### src/rtl/dtr_pkg.sv
// dtr_pkg: shared FSM encoding, counter widths and saturating increment for the DTR sequencer.
package dtr_pkg;
  localparam int RETRY_W = 4;
  localparam int FCNT_W = 8;
  localparam logic [2:0] S_IDLE = 3'd0, S_EXEC1 = 3'd1, S_EXEC2 = 3'd2, S_CMP = 3'd3,
                         S_ROLLBACK = 3'd4, S_OUT = 3'd5, S_FAULT = 3'd6;
  function automatic logic [FCNT_W-1:0] sat_inc(input logic [FCNT_W-1:0] v);
    return &v ? v : v + 1'b1;
  endfunction
endpackage

### src/rtl/dtr_cmp_reg.sv
// dtr_cmp_reg: holds the first-copy result and flags equality with the second copy.
module dtr_cmp_reg #(
  parameter int RES_W = 8
) (
  input  logic             clk,
  input  logic             reset,
  input  logic             capture,
  input  logic [RES_W-1:0] res,
  output logic [RES_W-1:0] res1,
  output logic             eq
);
  always_ff @(posedge clk or posedge reset)
    if (reset) res1 <= '0;
    else if (capture) res1 <= res;
  assign eq = res == res1;
endmodule

### src/rtl/dtr_seq_ctrl.sv
// dtr_seq_ctrl: dual-execution compare sequencer with checkpoint rollback and permanent-fault lockout.
module dtr_seq_ctrl
  import dtr_pkg::*;
#(
  parameter int RES_W = 8,
  parameter int MAX_RETRY = 3
) (
  input  logic               clk,
  input  logic               reset,
  input  logic               in_valid,
  output logic               in_ready,
  output logic               dp_load,
  output logic               dp_issue,
  output logic               dp_copy,
  output logic               dp_rollback,
  input  logic [RES_W-1:0]   dp_res,
  output logic               out_valid,
  input  logic               out_ready,
  output logic [RES_W-1:0]   out_data,
  output logic [RETRY_W-1:0] retry_cnt,
  output logic [FCNT_W-1:0]  fault_cnt,
  output logic               perm_fault
);
  localparam logic [RETRY_W-1:0] MAX_R = RETRY_W'(MAX_RETRY);
  logic [2:0] state, next;
  logic [RES_W-1:0] res1;
  logic eq, started;
  dtr_cmp_reg #(.RES_W(RES_W)) u_cmp (
    .clk(clk), .reset(reset), .capture(state == S_EXEC2), .res(dp_res), .res1(res1), .eq(eq)
  );
  // started keeps in_ready low until the first edge after reset release
  assign in_ready    = started && state == S_IDLE;
  assign dp_load     = in_ready && in_valid;
  assign dp_issue    = state == S_EXEC1 || state == S_EXEC2;
  assign dp_copy     = state == S_EXEC2;
  assign dp_rollback = state == S_ROLLBACK;
  assign out_valid   = state == S_OUT;
  assign perm_fault  = state == S_FAULT;
  always_comb begin
    next = state;
    case (state)
      S_IDLE:     next = dp_load ? S_EXEC1 : S_IDLE;
      S_EXEC1:    next = S_EXEC2;
      S_EXEC2:    next = S_CMP;
      S_CMP:      next = eq ? S_OUT : (retry_cnt < MAX_R ? S_ROLLBACK : S_FAULT);
      S_ROLLBACK: next = S_EXEC1;
      S_OUT:      next = out_ready ? S_IDLE : S_OUT;
      default:    next = S_FAULT;
    endcase
  end
  always_ff @(posedge clk or posedge reset)
    if (reset) begin
      state     <= S_IDLE;
      started   <= 1'b0;
      retry_cnt <= '0;
      fault_cnt <= '0;
      out_data  <= '0;
    end else begin
      state   <= next;
      started <= 1'b1;
      if (state == S_CMP && eq) out_data <= res1;
      if (state == S_CMP && !eq) fault_cnt <= sat_inc(fault_cnt);
      if (state == S_ROLLBACK) retry_cnt <= retry_cnt + 1'b1;
      else if (state == S_OUT && out_ready) retry_cnt <= '0;
    end
endmodule

### config.mk
export PLATFORM = sky130hd
export DESIGN_NAME = dtr_seq_ctrl
export DESIGN_NICKNAME = d
export VERILOG_FILES = /design/src/rtl/dtr_pkg.sv /design/src/rtl/dtr_cmp_reg.sv /design/src/rtl/dtr_seq_ctrl.sv
export SDC_FILE = /design/constraint.sdc
export NUM_CORES = 1
export LEC_CHECK = 0
export CAP_MARGIN = 20
export CORE_ASPECT_RATIO = 1.25
export CORE_MARGIN = 4
export CORE_UTILIZATION = 45
export CTS_CLUSTER_DIAMETER = 30
export DETAILED_ROUTE_END_ITERATION = 10
export PLACE_DENSITY = 0.78
export SYNTH_ARGS = -nofsm -noshare
export SYNTH_HDL_FRONTEND = slang
export SYNTH_SLANG_ARGS = --single-unit
### constraint.sdc
create_clock -name clk -period 2.8 [get_ports clk]
set_input_delay 0.84 -clock clk [delete_from_list [all_inputs] [get_ports clk]]
set_output_delay 0.84 -clock clk [all_outputs]
set_load 0.01 [all_outputs]
==> impl_metrics.yaml, run 1 <==
timing:
  setup_viol_count_final: 0
  clock.fmax_ghz: 0.377
  finalWorstPathRequiredPeriod_ns: 2.65
  finalClockSkew_ns: 0.00475
  report.final.hold_viol_count: 0
  period_share_pct: 94.7
  setup_repair_after_global_routing_missed_its_margin: "false"
  final.hold.worst_slack_ns: 0.512
  slew_viol_final: 0
yosys:
  synth.lib_cells_used.distinct: 34
  edff_count_synth: 0
  synth.yosys.seq_area_share_pct: 51.9
  post_synth_inst_count: 132
  synth_simple_gate_area_share_pct: 15.7
  yosys.area_share.xor_xnor_pct: 7.39
  yosysMostFrequentCell: "sky130_fd_sc_hd__dfrtp_1"
  synth_adder_area_share_pct: 1.62
  ys_ff_latch: 32
  synth_top_area_share_pct: 51.9
  yosys_warnings: 0
  top_cells_by_area_in_the_synthesized_netlist: "sky130_fd_sc_hd__dfrtp_1, sky130_fd_sc_hd__mux2_2, sky130_fd_sc_hd__xnor2_1, sky130_fd_sc_hd__xor2_1, sky130_fd_sc_hd__nand2_1"
  synth_ff_type: "sky130_fd_sc_hd__dfrtp_1"
  synth_top_family_by_area: "simple AND/OR/NAND/NOR gates"
  syn_area_per_cell_um2: 11.7
  asyncSetResetFlopFracSynth_pct: 100
  synth_nets: 146
  post-synth-top-area-cell: "sky130_fd_sc_hd__dfrtp_1"
  mappedNetlistArea_um2: 1540
  share_of_the_synthesized_area_in_compound_gates_ao_oa_aoi_oai_pct: 6.41
  synth.cells.most_frequent: "sky130_fd_sc_hd__dfrtp_1, sky130_fd_sc_hd__mux2_2, sky130_fd_sc_hd__nand2_1, sky130_fd_sc_hd__xnor2_1, sky130_fd_sc_hd__nor2_1"
  synthMuxAreaShare_pct: 14.6
clocking:
  holdBufCountCts: 0
  ctsHtreeMaxLevel: 2
  post_cts_sizing: 1
  clk_latency_worst_skew_pair_ns: 0.27
  clock_pin_transition_on_the_worst_setup_and_hold_timing_paths_ns: 0.05
  root_buffer: "sky130_fd_sc_hd__clkbuf_8"
  cts_buffer_depth: 2
  cts_tree: "done"
  clock-sinks: 32
  cts_made_buffers: 5
  post-cts-setup-buffer-count: 0
setup_path:
  element_type_at_the_critical_path_start: "flop"
  reg2reg_slack_ns: 0.97
  crit_path_end_kind: "output pin"
  r2r_end: "out_data[2]"
  crit_reg_reg_startpoint: "state[0]"
  critical_path_arrival_ns: 1.81
  critPathMaxFanout: 10
  criticalPathCategory: "reg -> out"
  required_time_reported_for_the_critical_path_endpoint_ns: 1.96
  reg2regPathDepth: 5
floorplanning:
  die_w_um: 60.4
  floorplan.initialDensity_pct: 47.4
  placeableCoreArea_um2: 3250
  die_y_um: 73.4
  num_io_pins: 39
  placement_rows: 23
  die-area_um2: 4430
grt:
  number_of_antenna_violations_at_the_first_check_in_global_routing: 0
  grt_use_total_pct: 16.8
  grt-ovfl-total: 0
  grt_max_degree: 33
  grt_first_pass_wirelength_um: 5430
  via_count_of_the_first_global_routing_pass: 1204
routing:
  ant_nets: 0
  detailedRoute.firstPassIterationCount: 4
  drc: 0
  drt_wl_total_um: 3140
  viasPerCell: 5.33
  drt_iter0_drc: 14
  vias: 1120
  detail_route.wl_per_cell_um: 15.0
layout:
  filler_cell_count: 262
  finalNetCount: 189
  final_core_utilization_pct: 62.4
  post_route_cells_drive_above_1_share_pct: 19.1
  antenna_cells_inserted: 0
  area_growth_from_synthesis_to_layout_pct: 31.7
worst_hold_path:
  hp-class: "reg -> reg"
  worstHoldEndpoint: "out_data[0]"
  hold_path_startpoint: "out_data[0]"
  min_delay_path_depth: 1
placed_design:
  hpwlAfterDp_um: 2370
  numPortBuffers: 38
  final_weighted_congestion_in_routability_driven_placement: 0.815
power_and_ir_drop:
  p_per_area_nw_per_um2: 933
  cell_leakage_power_uw: 0.000860
  max-vdd-ir-drop_uv: 529
status:
  outcome: "finished, final reports clean"
job:
  timing.max_cap.violations: 0
## state kept, by name (all words and copies together) (netlist names)
signal and count:
u_cmp.res1 8, started 1, state 3, retry_cnt 4
out_data 8, fault_cnt 8
## stage by stage
| step | cells | area [µm²] | setup WS [ns] | power (µW) | setup TNS, ns |
|---|---|---|---|---|---|
| floorplan | 132 | 1540 | 0.635 | 1260 | 0 |
| global route | 210 | 2030 | 0.0621 | 2040 | 0 |
| finish | 210 | 2030 | 0.149 | 1890 | 0 |
| detailed placement | 205 | 1960 | -0.00603 | 1600 | -0.00603 |
| CTS | 210 | 2030 | 0.147 | 1910 | 0 |
| global placement | 205 | 1960 | 0.0118 | 1560 | 0 |
## layer usage
| metal | global-route usage, % | up-vias | part of all wire [%] |
|---|---|---|---|
| met5 | 0 | - | 0 |
| met4 | 6.16 | 0 | 1.9 |
| met3 | 5.62 | 6 | 6.0 |
| met2 | 29.4 | 33 | 54 |
| met1 | 18.4 | 539 | 38 |
| li1 | - | 542 | - |
## where the power goes
part / internal (µW) / switching (µW)
combinational: 452 / 330
clock: 159 / 138
sequential: 621 / 194
## layout make-up
type | instances | area [µm²] | area share, %
Inverter | 3 | 11.3 | 0.555
Clock buffer | 5 | 68.8 | 3.39
Sequential cell | 32 | 801 | 39.5
Timing Repair Buffer | 40 | 394 | 19.4
Tap cell | 37 | 46.3 | 2.28
Multi-Input combinational cell | 93 | 708 | 34.9
## logic make-up (layout without fill, tap and decap cells)
group / Yosys count / after routing
compound gates: 15 / 15
xor+xnor: 13 / 13
fa+ha+maj: 2 / 2
buf+inv: 7 / 48
flops: 32 / 32
mux: 20 / 20
other cells: 1 / 1
simple gates: 42 / 42
## cells in the final DEF (no fill, tap or decap)
cell type / n
sky130_fd_sc_hd__nor4b_1: 1
sky130_fd_sc_hd__mux2_2: 19
sky130_fd_sc_hd__a311oi_2: 1
sky130_fd_sc_hd__nand2_1: 9
sky130_fd_sc_hd__a21o_1: 1
sky130_fd_sc_hd__nand3_1: 3
sky130_fd_sc_hd__nor3_4: 1
sky130_fd_sc_hd__nand2b_1: 2
sky130_fd_sc_hd__or2_2: 1
sky130_fd_sc_hd__and2_1: 1
sky130_fd_sc_hd__nor2_1: 8
sky130_fd_sc_hd__conb_1: 1
sky130_fd_sc_hd__dlygate4sd2_1: 1
sky130_fd_sc_hd__nor2_4: 1
sky130_fd_sc_hd__nand4_2: 2
sky130_fd_sc_hd__dfrtp_1: 32
sky130_fd_sc_hd__nor4_1: 2
sky130_fd_sc_hd__inv_1: 2
sky130_fd_sc_hd__xor2_1: 4
sky130_fd_sc_hd__a21oi_1: 3
sky130_fd_sc_hd__o31ai_1: 2
sky130_fd_sc_hd__clkdlybuf4s50_1: 37
sky130_fd_sc_hd__ha_1: 2
sky130_fd_sc_hd__o21a_1: 1
sky130_fd_sc_hd__nor3_1: 5
sky130_fd_sc_hd__mux2_1: 1
sky130_fd_sc_hd__inv_2: 1
sky130_fd_sc_hd__buf_4: 2
sky130_fd_sc_hd__clkbuf_8: 5
sky130_fd_sc_hd__xnor2_1: 9
sky130_fd_sc_hd__nor3b_1: 1
sky130_fd_sc_hd__a22o_1: 1
sky130_fd_sc_hd__o21ai_0: 6
sky130_fd_sc_hd__nand4_1: 2
sky130_fd_sc_hd__and3_1: 3
## worst max-delay path, stage by stage, from the launching register on
cell and delay [ns]:
sky130_fd_sc_hd__dfrtp_1 0.47, sky130_fd_sc_hd__nand2b_1 0.27, sky130_fd_sc_hd__nor2_1 0.22, sky130_fd_sc_hd__clkdlybuf4s50_1 0.59
## worst max path at each step
stage,from,endpoint,slack [ns],depth (start not counted)
after CTS,state[1],dp_rollback,0.15,3
after global placement,in_valid,dp_load,0.01,3
after detailed placement,in_valid,dp_load,-0.006,3
final,state[1],dp_rollback,0.15,3
after floorplan,state[2],dp_load,0.63,3
after global routing,state[1],dp_rollback,0.06,3
Power figures use the tool's default switching activity.
==> run 2, diff against run 1 <==
--- a/config.mk
+++ b/config.mk
@@ -8,7 +8,7 @@
 export CAP_MARGIN = 20
 export CORE_ASPECT_RATIO = 1.25
 export CORE_MARGIN = 4
-export CORE_UTILIZATION = 45
+export CORE_UTILIZATION = 43
 export CTS_CLUSTER_DIAMETER = 30
 export DETAILED_ROUTE_END_ITERATION = 10
 export PLACE_DENSITY = 0.78
==> constraint.sdc (replaced) <==
create_clock -name clk -period 2.3 [get_ports clk]
set_input_delay 0.69 -clock clk [delete_from_list [all_inputs] [get_ports clk]]
set_output_delay 0.69 -clock clk [all_outputs]
set_load 0.01 [all_outputs]
==> run 2 against run 1 <==
First-iteration DRC count grew 86%. Critical path depth did not move. Die area is 4.1% higher. Cell count up 5.2%. Total power rose by 26%. Sequential power is 19% higher. Utilization decreased by 0.63 points. Global-route usage fell by 0.20 points. Combinational power is 33% higher. Critical path type is now in -> out.
==> impl_metrics.yaml, run 2 (synthesis gave the netlist of run 1 again) <==
clocking:
  cts_made_buffers: 5
  cts_tree: "done"
  cts_buffer_depth: 2
  clk_latency_worst_skew_pair_ns: 0.28
  clock-sinks: 32
  clock_pin_transition_on_the_worst_setup_and_hold_timing_paths_ns: 0.06
  ctsHtreeMaxLevel: 2
  holdBufCountCts: 0
  root_buffer: "sky130_fd_sc_hd__clkbuf_8"
timing:
  slew_viol_final: 0
  report.final.hold_viol_count: 0
  period_share_pct: 96.9
  setup_slack_ns: 0.0720
  finalClockSkew_ns: 0.00501
  setup_viol_count_final: 0
  setup_repair_after_global_routing_missed_its_margin: "false"
  final.hold.worst_slack_ns: 0.507
  finalWorstPathRequiredPeriod_ns: 2.23
  clock.fmax_ghz: 0.449
floorplanning:
  die-area_um2: 4610
  placement_rows: 24
  die_w_um: 61.6
  die_y_um: 74.9
  num_io_pins: 39
  placeableCoreArea_um2: 3480
  floorplan.initialDensity_pct: 44.3
setup_path:
  required_time_reported_for_the_critical_path_endpoint_ns: 1.61
  reg2reg_slack_ns: 0.55
  crit_reg_reg_startpoint: "state[2]"
  element_type_at_the_critical_path_start: "input port"
  startpoint: "in_valid"
  critPathMaxFanout: 2
  crit_path_end_kind: "output pin"
  critical_path_arrival_ns: 1.54
  criticalPathCategory: "in -> out"
worst_hold_path:
  hold_path_startpoint: "out_data[2]"
  hp-class: "reg -> reg"
power_and_ir_drop:
  p_per_area_nw_per_um2: 1110
  max-vdd-ir-drop_uv: 651
  cell_leakage_power_uw: 0.000981
layout:
  multi_input_area_um2: 738
  fin_cells: 221
  post_route_cells_drive_above_1_share_pct: 24.7
  area_growth_from_synthesis_to_layout_pct: 39.6
  biggestRegsByFlops: "fault_cnt x8, out_data x8, u_cmp.res1 x8"
  layout.cells.most_common_list: "sky130_fd_sc_hd__dfrtp_1, sky130_fd_sc_hd__clkdlybuf4s50_1, sky130_fd_sc_hd__mux2_2, sky130_fd_sc_hd__nand2_1, sky130_fd_sc_hd__xnor2_1"
  filler_cell_count: 281
  layout.cells.most_common: "sky130_fd_sc_hd__dfrtp_1"
  finalNetCount: 196
  antenna_cells_inserted: 0
  ff_latch_area_um2: 801
grt:
  grt_first_pass_wirelength_um: 5550
  via_count_of_the_first_global_routing_pass: 1248
  number_of_antenna_violations_at_the_first_check_in_global_routing: 0
  grt_max_degree: 25
  grt_use_total_pct: 16.6
  grt-ovfl-total: 0
routing:
  detail_route.wl_per_cell_um: 14.9
  drt_wl_total_um: 3300
  ant_nets: 0
  drt_iter0_drc: 26
  detailedRoute.firstPassIterationCount: 4
  drc: 0
  viasPerCell: 5.42
  vias: 1198
placed_design:
  detailedPlace.worstSlack_ns: -0.194
  final_weighted_congestion_in_routability_driven_placement: 0.816
  hpwlAfterDp_um: 2550
  numPortBuffers: 38
  post-place-cells: 213
status:
  outcome: "finished, final reports clean"
job:
  timing.max_cap.violations: 0
run 2: cell types whose count changed in the layout (fill, tap and decap cells not counted), sizes merged:
cell,change
buf,+7
clkbuf,+1
clkdlybuf4s50,-6
clkinv,+1
dlygate4sd2,+3
dlymetal6s2s,+3
run 2: stage by stage:
stage	power [µW]	utilization, %	cell area [µm²]	TNS, ns
after floorplan	1540	-	1540	0
after detailed placement	2000	58.4	2030	-1.12
after CTS	2410	61.3	2140	0
after global routing	2550	61.8	2150	0
after global placement	1930	58.4	2030	-0.740
final	2390	61.8	2150	0
run 2: routing by layer:
layer  up-vias  wire (µm)  GRT usage (%)
li1        562          -              -
met1       589       1290           19.9
met2        39       1750           26.7
met3         8        190           4.12
met4         0         76           9.43
met5         -          0              0
run 2: repair_timing:
action,4_1_cts,5_1_grt
endpoints found under the setup margin,7,4
cloned,0,0
setup buffers,1,0
gates resized for setup,9,4
endpoints found under the hold margin,0,0
run 2: layout make-up:
class | instances | area share (%)
multi-input combinational | 93 | 34.3
inverter | 3 | 0.523
clock buffer | 6 | 3.37
timing repair buffer | 47 | 22.1
sequential | 32 | 37.2
clock inverter | 1 | 0.233
tap | 39 | 2.27
run 2: path summary, 6_finish.rpt:
kind,endpoint,depth (start not counted)
hold reg to reg,out_data[2],1
setup / recovery,dp_load,3
setup reg to reg,fault_cnt[1],5
min in group asynchronous,fault_cnt[7],2
max in group asynchronous,started,3
hold / removal,out_data[2],1
run 2: report_power, final:
group          switching, µW  leakage (µW)  internal, µW
sequential               210      0.000385           756
combinational            456      0.000555           581
clock                    184     0.0000410           205
total                    850      0.000981          1540
run 2: critical path, cell delays in order:
cell and delay [ns]:
sky130_fd_sc_hd__clkdlybuf4s50_1 0.45, sky130_fd_sc_hd__and2_1 0.13, sky130_fd_sc_hd__dlygate4sd2_1 0.27
==> run 3, diff against run 2 <==
--- a/config.mk
+++ b/config.mk
@@ -7,9 +7,9 @@
 export LEC_CHECK = 0
 export CAP_MARGIN = 20
 export CORE_ASPECT_RATIO = 1.25
-export CORE_MARGIN = 4
 export CORE_UTILIZATION = 43
 export CTS_CLUSTER_DIAMETER = 30
+export CTS_CLUSTER_SIZE = 20
 export DETAILED_ROUTE_END_ITERATION = 10
 export PLACE_DENSITY = 0.78
 export SYNTH_ARGS = -nofsm -noshare
==> run 3 against run 2 <==
Total power up 0.52%. Sequential power about the same. Utilization increased by 2.6 points. Maximum frequency up 0.56%. Largest power group unchanged.
==> impl_metrics.yaml, run 3 (synthesis gave the netlist of run 1 again) <==
status:
  outcome: "finished, final reports clean"
power_and_ir_drop:
  p_per_area_nw_per_um2: 1130
  cell_leakage_power_uw: 0.000935
  max-vdd-ir-drop_uv: 634
setup_path:
  worstSetupPathDepth: 3
  r2r_end: "fault_cnt[1]"
  critPathBufInv: 2
  crit_path_end_kind: "output pin"
  criticalPathCategory: "in -> out"
  critical_path_arrival_ns: 1.53
  cp_top_family: "buffers and inverters"
  startpoint: "in_valid"
  required_time_reported_for_the_critical_path_endpoint_ns: 1.61
  crit_reg_reg_startpoint: "state[0]"
  reg2reg_slack_ns: 0.51
  crit_path_max_incr_delay_ns: 0.45
  element_type_at_the_critical_path_start: "input port"
  critPathMaxFanout: 2
  worst_setup_path_endpoint: "dp_load"
  worst_path_cell_chain: "clkdlybuf4s50_1, and2_1, dlygate4sd2_1"
  cp_slowest_cell: "sky130_fd_sc_hd__clkdlybuf4s50_1"
  reg2regPathDepth: 6
timing:
  period_share_pct: 96.3
  setup_viol_count_final: 0
  clock.fmax_ghz: 0.451
  report.final.hold_viol_count: 0
  setup_repair_after_global_routing_missed_its_margin: "false"
  finalClockSkew_ns: 0.00622
  finalWorstPathRequiredPeriod_ns: 2.22
  fin_tns_setup_ns: 0
  slew_viol_final: 0
routing:
  detail_route.wl_per_cell_um: 14.5
  viasPerCell: 5.26
  drt_iter0_drc: 37
  ant_nets: 0
  vias: 1158
  detailedRoute.firstPassIterationCount: 4
  drc: 0
  drt_wl_total_um: 3200
clocking:
  cts_tree: "done"
  holdBufCountCts: 0
  clock_pin_transition_on_the_worst_setup_and_hold_timing_paths_ns: 0.06
  cts_made_buffers: 5
  cts_buffer_depth: 2
  clock-sinks: 32
  ctsHtreeMaxLevel: 2
  root_buffer: "sky130_fd_sc_hd__clkbuf_8"
  clk_latency_worst_skew_pair_ns: 0.28
layout:
  layout.cells.most_common: "sky130_fd_sc_hd__dfrtp_1"
  layout.cells.most_common_list: "sky130_fd_sc_hd__dfrtp_1, sky130_fd_sc_hd__clkdlybuf4s50_1, sky130_fd_sc_hd__mux2_2"
  biggestRegsByFlops: "fault_cnt x8, out_data x8, u_cmp.res1 x8"
  area_growth_from_synthesis_to_layout_pct: 38.3
  finalNetCount: 196
  fin_cells: 220
  post_route_cells_drive_above_1_share_pct: 25.1
  antenna_cells_inserted: 0
grt:
  grt_use_total_pct: 20.2
  number_of_antenna_violations_at_the_first_check_in_global_routing: 0
  grt-ovfl-total: 0
  via_count_of_the_first_global_routing_pass: 1251
  grt_max_degree: 33
  grt_first_pass_wirelength_um: 5770
floorplanning:
  placement_rows: 23
  placeableCoreArea_um2: 3310
  die_y_um: 68.9
  floorplan.initialDensity_pct: 46.6
  die-area_um2: 3830
  die_w_um: 55.6
  num_io_pins: 39
placed_design:
  hpwlAfterDp_um: 2390
  final_weighted_congestion_in_routability_driven_placement: 0.863
  numPortBuffers: 38
  post-place-cells: 211
worst_hold_path:
  hp-class: "reg -> reg"
job:
  timing.max_cap.violations: 0
[run 3: changes by cell type in the layout (fill, tap and decap cells not counted), sizes merged]
cell / change
dlygate4sd2: +2
clkinv: -1
clkbuf: +2
buf: +1
dlymetal6s2s: -3
[run 3: routing by layer]
metal	vias up	global-route usage, %	share of wire, %
li1	563	-	-
met1	557	21.4	40
met2	31	37.8	54
met3	7	5.78	4.6
met4	0	8.75	1.8
met5	-	0	0
[run 3: cell type report]
type	instances	area, µm²
Clock buffer	8	90.1
Fill cell	271	1180
Tap cell	37	46.3
Inverter	3	11.3
Multi-Input combinational cell	93	733
Sequential cell	32	801
Timing Repair Buffer	47	450
[run 3: worst min path at each step]
| stage | startpoint | end | cells after the start |
|---|---|---|---|
| after CTS | out_data[3] | out_data[3] | 1 |
| after detailed placement | out_data[4] | out_data[4] | 1 |
| after floorplan | u_cmp.res1[0] | u_cmp.res1[0] | 1 |
| final | out_data[3] | out_data[3] | 1 |
| after global placement | out_data[2] | out_data[2] | 1 |
| after global routing | out_data[0] | out_data[0] | 1 |
[run 3: what timing repair did]
| item | 4_1_cts | 5_1_grt |
|---|---|---|
| resized for setup | 11 | 1 |
| setup endpoints to repair | 7 | 1 |
| pin swaps | 1 | 0 |
| cloned | 0 | 0 |
| setup buffers | 1 | 0 |
[run 3: power breakdown]
part	total (µW)	internal [µW]	leakage, µW	switching, µW
registers	964	755	0.000385	208
clock network	437	244	0.0000455	194
logic	1000	563	0.000504	440
[run 3: stage by stage]
stage	total power (µW)	setup slack (ns)	cell area, µm²	hold WS [ns]	utilization (%)
6_report	2400	0.0844	2130	0.517	64.4
5_1_grt	2590	0.0173	2130	0.535	64.4
4_1_cts	2430	0.0638	2130	0.518	64.3
3_5_place_dp	1980	-0.190	2020	0.501	61.0
3_3_place_gp	1930	-0.185	2020	0.491	61.0
2_1_floorplan	1540	0.285	1540	0.519	-
